`src/rtl/fir_stream_if.sv`:
```
// AXI-Stream pair (sample in, filtered sample out) for the FIR stream core.
// The slave modport is the core's view; the master modport is the environment's view.
interface fir_stream_if #(
  parameter int pDATA_WIDTH = 32
);
  logic                   ss_tvalid;
  logic [pDATA_WIDTH-1:0] ss_tdata;
  logic                   ss_tlast;
  logic                   ss_tready;
  logic                   sm_tvalid;
  logic [pDATA_WIDTH-1:0] sm_tdata;
  logic                   sm_tlast;
  logic                   sm_tready;

  modport slave (
    input  ss_tvalid, ss_tdata, ss_tlast, sm_tready,
    output ss_tready, sm_tvalid, sm_tdata, sm_tlast
  );

  modport master (
    output ss_tvalid, ss_tdata, ss_tlast, sm_tready,
    input  ss_tready, sm_tvalid, sm_tdata, sm_tlast
  );
endinterface

```
`src/rtl/fir_stream_core.sv`:
```
// Streaming 11-tap FIR: one sample in, 11 serial MACs over tap/data SRAMs,
// one sample out. Data SRAM is a circular history indexed by ptr.
module fir_stream_core #(
  parameter int pADDR_WIDTH = 12,
  parameter int pDATA_WIDTH = 32,
  parameter int Tape_Num    = 11
) (
  input  logic                   axis_clk,
  input  logic                   axis_rst_n,
  input  logic                   ap_start,
  fir_stream_if.slave            axis,
  output logic                   tap_EN,
  output logic [pADDR_WIDTH-1:0] tap_A,
  input  logic [pDATA_WIDTH-1:0] tap_Do,
  output logic                   data_EN,
  output logic [3:0]             data_WE,
  output logic [pADDR_WIDTH-1:0] data_A,
  output logic [pDATA_WIDTH-1:0] data_Di,
  input  logic [pDATA_WIDTH-1:0] data_Do,
  output logic                   ap_idle,
  output logic                   ap_done
);
  localparam int CW = $clog2(Tape_Num + 1);
  localparam int PW = 2 * pDATA_WIDTH;

  typedef enum logic [2:0] {IDLE, INIT, WAIT_IN, MAC, OUT, DONE} state_t;

  state_t                 state;
  logic [CW-1:0]          cnt, ptr, rd;
  logic [pDATA_WIDTH-1:0] acc;
  logic                   last_q;
  logic                   dat_en_q;
  logic [3:0]             dat_we_q;
  logic [pADDR_WIDTH-1:0] dat_a_q;

  logic [CW-1:0]          rd_dec, ptr_inc;
  logic signed [PW-1:0]   prod;
  logic [pDATA_WIDTH-1:0] acc_nxt;

  function automatic logic [pADDR_WIDTH-1:0] word_addr(input logic [CW-1:0] k);
    return pADDR_WIDTH'(k) << 2;
  endfunction

  assign rd_dec  = (rd == '0) ? CW'(Tape_Num - 1) : rd - CW'(1);
  assign ptr_inc = (ptr == CW'(Tape_Num - 1)) ? '0 : ptr + CW'(1);
  // Full-width signed product; the running sum wraps in pDATA_WIDTH bits.
  assign prod    = PW'($signed(tap_Do)) * PW'($signed(data_Do));
  assign acc_nxt = pDATA_WIDTH'(prod + PW'($signed(acc)));

  // The incoming sample is written in its own handshake cycle so MAC cycle 0
  // can already read it back; everywhere else the SRAM port is registered.
  always_comb begin
    data_EN = dat_en_q;
    data_WE = dat_we_q;
    data_A  = dat_a_q;
    data_Di = '0;
    if (state == WAIT_IN) begin
      data_EN = axis.ss_tvalid;
      data_WE = {4{axis.ss_tvalid}};
      data_A  = word_addr(ptr);
      data_Di = axis.ss_tdata;
    end
  end

  // Control FSM with registered outputs: each transition sets up the next state's outputs.
  always_ff @(posedge axis_clk or negedge axis_rst_n) begin
    if (!axis_rst_n) begin
      state          <= IDLE;
      cnt            <= '0;
      ptr            <= '0;
      rd             <= '0;
      acc            <= '0;
      last_q         <= 1'b0;
      ap_idle        <= 1'b1;
      ap_done        <= 1'b0;
      axis.ss_tready <= 1'b0;
      axis.sm_tvalid <= 1'b0;
      axis.sm_tdata  <= '0;
      axis.sm_tlast  <= 1'b0;
      tap_EN         <= 1'b0;
      tap_A          <= '0;
      dat_en_q       <= 1'b0;
      dat_we_q       <= '0;
      dat_a_q        <= '0;
    end else begin
      case (state)
        IDLE: if (ap_start) begin
          state    <= INIT;
          ap_idle  <= 1'b0;
          cnt      <= '0;
          dat_en_q <= 1'b1;
          dat_we_q <= 4'hF;
          dat_a_q  <= word_addr('0);
        end
        INIT: if (cnt == CW'(Tape_Num - 1)) begin
          state          <= WAIT_IN;
          ptr            <= '0;
          dat_en_q       <= 1'b0;
          dat_we_q       <= '0;
          dat_a_q        <= '0;
          axis.ss_tready <= 1'b1;
        end else begin
          cnt     <= cnt + CW'(1);
          dat_a_q <= word_addr(cnt + CW'(1));
        end
        WAIT_IN: if (axis.ss_tvalid && axis.ss_tready) begin
          state          <= MAC;
          axis.ss_tready <= 1'b0;
          last_q         <= axis.ss_tlast;
          acc            <= '0;
          cnt            <= '0;
          rd             <= ptr;
          tap_EN         <= 1'b1;
          tap_A          <= word_addr('0);
          dat_en_q       <= 1'b1;
          dat_we_q       <= '0;
          dat_a_q        <= word_addr(ptr);
        end
        MAC: begin
          // Reads issued at cycle k return at k+1, so cycle 0 has nothing to add.
          if (cnt != '0) acc <= acc_nxt;
          if (cnt < CW'(Tape_Num - 1)) begin
            tap_A   <= word_addr(cnt + CW'(1));
            dat_a_q <= word_addr(rd_dec);
            rd      <= rd_dec;
          end else begin
            tap_EN   <= 1'b0;
            tap_A    <= '0;
            dat_en_q <= 1'b0;
            dat_a_q  <= '0;
          end
          if (cnt == CW'(Tape_Num)) begin
            state          <= OUT;
            axis.sm_tvalid <= 1'b1;
            axis.sm_tdata  <= acc_nxt;
            axis.sm_tlast  <= last_q;
          end else begin
            cnt <= cnt + CW'(1);
          end
        end
        OUT: if (axis.sm_tready) begin
          axis.sm_tvalid <= 1'b0;
          axis.sm_tlast  <= 1'b0;
          ptr            <= ptr_inc;
          if (last_q) begin
            state   <= DONE;
            ap_done <= 1'b1;
          end else begin
            state          <= WAIT_IN;
            axis.ss_tready <= 1'b1;
          end
        end
        DONE: begin
          state   <= IDLE;
          ap_done <= 1'b0;
          ap_idle <= 1'b1;
        end
        default: state <= IDLE;
      endcase
    end
  end
endmodule

```
`src/flat_wrapper.sv`:
```
// flat-port wrapper written by rule: the top's interface ports become plain ports
module fir_stream_core_flat 
#(
  parameter int pADDR_WIDTH = 12,
  parameter int pDATA_WIDTH = 32,
  parameter int Tape_Num    = 11
)
  (axis_clk, axis_rst_n, ap_start, tap_EN, tap_A, tap_Do, data_EN, data_WE, data_A, data_Di, data_Do, ap_idle, ap_done, axis_ss_tvalid, axis_ss_tdata, axis_ss_tlast, axis_sm_tready, axis_ss_tready, axis_sm_tvalid, axis_sm_tdata, axis_sm_tlast);
  fir_stream_if #(.pDATA_WIDTH(pDATA_WIDTH)) axis_i ();
  input  logic axis_clk;
  input  logic axis_rst_n;
  input  logic ap_start;
  output logic tap_EN;
  output logic [pADDR_WIDTH-1:0] tap_A;
  input  logic [pDATA_WIDTH-1:0] tap_Do;
  output logic data_EN;
  output logic [3:0] data_WE;
  output logic [pADDR_WIDTH-1:0] data_A;
  output logic [pDATA_WIDTH-1:0] data_Di;
  input  logic [pDATA_WIDTH-1:0] data_Do;
  output logic ap_idle;
  output logic ap_done;
  input wire logic [$bits(axis_i.ss_tvalid)-1:0] axis_ss_tvalid;
  input wire logic [$bits(axis_i.ss_tdata)-1:0] axis_ss_tdata;
  input wire logic [$bits(axis_i.ss_tlast)-1:0] axis_ss_tlast;
  input wire logic [$bits(axis_i.sm_tready)-1:0] axis_sm_tready;
  output wire logic [$bits(axis_i.ss_tready)-1:0] axis_ss_tready;
  output wire logic [$bits(axis_i.sm_tvalid)-1:0] axis_sm_tvalid;
  output wire logic [$bits(axis_i.sm_tdata)-1:0] axis_sm_tdata;
  output wire logic [$bits(axis_i.sm_tlast)-1:0] axis_sm_tlast;
  assign axis_i.ss_tvalid = axis_ss_tvalid;
  assign axis_i.ss_tdata = axis_ss_tdata;
  assign axis_i.ss_tlast = axis_ss_tlast;
  assign axis_i.sm_tready = axis_sm_tready;
  assign axis_ss_tready = axis_i.ss_tready;
  assign axis_sm_tvalid = axis_i.sm_tvalid;
  assign axis_sm_tdata = axis_i.sm_tdata;
  assign axis_sm_tlast = axis_i.sm_tlast;
  fir_stream_core #(.pADDR_WIDTH(pADDR_WIDTH), .pDATA_WIDTH(pDATA_WIDTH), .Tape_Num(Tape_Num)) u_core (.axis_clk(axis_clk), .axis_rst_n(axis_rst_n), .ap_start(ap_start), .axis(axis_i), .tap_EN(tap_EN), .tap_A(tap_A), .tap_Do(tap_Do), .data_EN(data_EN), .data_WE(data_WE), .data_A(data_A), .data_Di(data_Di), .data_Do(data_Do), .ap_idle(ap_idle), .ap_done(ap_done));
endmodule
```
`config.mk`:
```
export PLATFORM = sky130hd
export DESIGN_NAME = fir_stream_core_flat
export DESIGN_NICKNAME = d
export VERILOG_FILES = /design/src/rtl/fir_stream_if.sv /design/src/rtl/fir_stream_core.sv /design/src/flat_wrapper.sv
export SDC_FILE = /design/constraint.sdc
export NUM_CORES = 1
export LEC_CHECK = 0
export BUFFER_PORTS_ARGS = -buffer_cell sky130_fd_sc_hd__buf_2
export CORE_UTILIZATION = 35
export DETAILED_ROUTE_END_ITERATION = 8
export PLACE_DENSITY = 0.52
export REMOVE_ABC_BUFFERS = 1
export SYNTH_ARGS = -nofsm -noshare
export SYNTH_HDL_FRONTEND = slang
export SYNTH_SLANG_ARGS = --single-unit
```
`constraint.sdc`:
```
create_clock -name axis_clk -period 10.93 [get_ports axis_clk]
set_input_delay 1.093 -clock axis_clk [delete_from_list [all_inputs] [get_ports axis_clk]]
set_output_delay 1.093 -clock axis_clk [all_outputs]
set_load 0.03 [all_outputs]
```
==> out/qor.txt <==
Run status: complete, no violations
Sequential area share after synthesis: 11.1%
Routability cong.: 0.888
Synth top cells by count: inv_1, fa_1, and2_1
Post-Synth Simple-Gate Area: 17.3%
Async SR Flop Fraction: 100%
Clock sink total: 96
Largest net degree at the start of global routing: 75
DR top layer: met5
Post-synth cell types: 69
Hold Buf Count CTS: 0
Slew @ Worst Pin: 1110 ps
Placeable Area: 0.0608 sq mm
Footprint of the multi-input gates: 0.0168 sq mm
Setup violation total in the final timing report: 0
Post-DP HPWL: 47.9 mm
DR pass1 iterations: 5
Die Span Y: 251 um
Fin. max-slew vios: 0
Reg area: 0.00240 sq mm
Post-synthesis mux area share: 0.697%
Syn avg cell area: 9.12 sq um
Setup WS post-layout: 2950 ps
Vias in the first global route: 17,438
Synthesized cell area: 0.0217 sq mm
Clock Tree Buf Depth: 2
Initial DRC count: 546
Max Cap Violations: 0
Cell taking the most area after synthesis: fa_1
Nature of the critical path startpoint: primary input
Synth warnings: 0
H-tree depth: 3
GRT Total Usage: 20.2%
Root Driver: clkbuf_16
CP Capture Type: flop
Hold crit path type: flop to flop
Slowest stage cell, crit path: buf_2
DRT antenna net count: 0
WP data arrival: 8220 ps
Top cell type's share of synthesized area: 40.4%
Rel. slew slack: 26.1%
Complex-gate fraction of the synthesized area: 5.72%
Post-route insts no fill: 3,263
CTS buffer count: 9
Area Overhead vs Synth: 8.36%
Clock-pin slew on the worst setup and hold paths: 70 ps
Unrepaired setup endpoints after global routing: false
Wire per inst: 18.6 um
Vias post-DR: 15,654
Met2 WL post-DR: 29.9 mm
GRT Residual Overflow: 0
CP delay by family, top: adder cells
Resized cells post-CTS: 0
Met3 WL: 2.47 mm
Xor/xnor share of the synthesized area: 3.79%
Final wirelength: 60.6 mm
Synth area leaders: fa_1, dfrtp_1, and2_1
CP max FO: 32
Antenna violations before repair: 10
Register bit total from synthesis: 96
Placed cells: 3,243
Via-per-instance ratio: 4.80
Most used cell, CP: fa_1
Adder-cell share of the synthesized area: 49.5%
IO buf count: 184
Final net count: 3,170
Dpl ws: 2600 ps
Remaining DRCs: 0
Starting Density: 35.7%
Total I/O pin count: 201
Count leader, synth: inv_1
Cell count after synthesis: 2,383
Hold Fails Final Rpt: 0
# fillers: 6,161
First-pass GRT wire length: 99.1 mm
Layout Skew: 12.0 ps
Die ar.: 0.0631 sq mm
CP required: 11,170 ps
Postcts setup bufs: 0
Worst Path Buf+Inv: 5
Combinational family with the most area after synthesis: adder cells
Layout cell share with drive strength beyond 1: 9.85%
CTS tree: built
Setup TNS: 0 ps
Clock latency on the worst-skew pair: 360 ps
Die Span X: 251 um
FP Rows: 90
Crit path kind: primary input to flop
EDFF count, synth: 0
Period minus WS final: 7980 ps
Routed length on met1: 27.1 mm
Placement Cell Area: 0.0232 sq mm
Fmax: 0.125 GHz
CP Cell Sequence: buf_2 -> and2_1 -> fa_1 -> fa_1 -> inv_1 -> fa_1 -> fa_1 -> inv_1 -> fa_1 -> fa_1 -> fa_1 -> inv_1 -> fa_1 -> inv_1 -> ha_1 -> a21o_1 -> a21oi_1 -> nor2_1 -> nor3_1 -> o32ai_1 -> o41ai_2 -> xnor2_1 -> mux2_2
Top_reg_cell synth: dfrtp_1
Slowest cell delay on critical path: 550 ps
Final non-filler cell area: 0.0235 sq mm
Fin crit share: 73.0%
## flip-flops by register name (all words and copies together) (netlist names)
register,cells
u_core.acc,32
u_core.axis.sm_tdata,32
u_core.cnt,4
u_core.dat_a_q,4
u_core.ptr,4
u_core.rd,4
u_core.tap_A,4
u_core.state,3
u_core.ap_done,1
u_core.ap_idle,1
u_core.axis.sm_tlast,1
u_core.axis.sm_tvalid,1
u_core.axis.ss_tready,1
u_core.dat_en_q,1
u_core.dat_we_q,1
u_core.last_q,1
u_core.tap_EN,1
## worst paths after layout
| path | from | to | slack, ps | cells after the start |
|---|---|---|---|---|
| max in group asynchronous | axis_rst_n | u_core.axis.sm_tdata[18] | 9020 | 2 |
| min reg2reg | u_core.axis.sm_tdata[11] | u_core.axis.sm_tdata[11] | 470 | 2 |
| min in group asynchronous | axis_rst_n | u_core.dat_we_q[2] | 620 | 1 |
| max | data_Do[0] | u_core.axis.sm_tdata[30] | 2950 | 23 |
| max reg2reg | u_core.acc[19] | u_core.axis.sm_tdata[30] | 4020 | 21 |
| min | u_core.axis.sm_tdata[11] | u_core.axis.sm_tdata[11] | 470 | 2 |
## worst min-delay path: stages, from the launching register on
cell and delay (ps):
dfrtp_1 340, nand2_1 50, nand2_1 60
## metal layers
metal | GRT usage, % | up-vias
met3 | 2.37 | 71
met4 | 4.13 | 10
met5 | 0 | -
met1 | 27.1 | 8063
met2 | 35.0 | 351
li1 | - | 7159
## cell usage in the layout, fill, tap and decap left out, types with 15 or more instances in the layout
cell and instances:
a21o_1 15, a21oi_1 31, a22o_1 31, and2_1 342, buf_2 183, conb_1 16
dfrtp_1 95, fa_1 438, ha_1 158, inv_1 535, nand2_1 324, nor2_1 31
o21ai_0 42, xnor2_1 71, xor2_1 18
## cells by family (layout without fill, tap and decap cells)
kind of cell | after synthesis | after routing
fa+ha+maj | 596 | 596
xor+xnor | 91 | 91
other cells | 1 | 20
buf+inv | 665 | 744
compound gates | 177 | 177
flops | 96 | 96
simple gates | 744 | 744
mux | 13 | 13
## cell type report
type	count	share of cell area, %
clock inverter	7	0.537
sequential	96	10.2
antenna	4	0.0425
inverter	536	8.55
tap	782	4.16
timing repair buffer	192	4.18
clock buffer	9	0.957
multi-input combinational	1637	71.4
## metrics by stage
step | hold WS (ps) | utilization (%)
after floorplan | 450 | -
after global placement | 459 | 38.1
after detailed placement | 457 | 38.1
after CTS | 474 | 38.7
after global routing | 502 | 38.7
final | 473 | 38.7
Power is not shown: default switching activity piles up to over one toggle a cycle in this logic, so the estimate is an artifact.
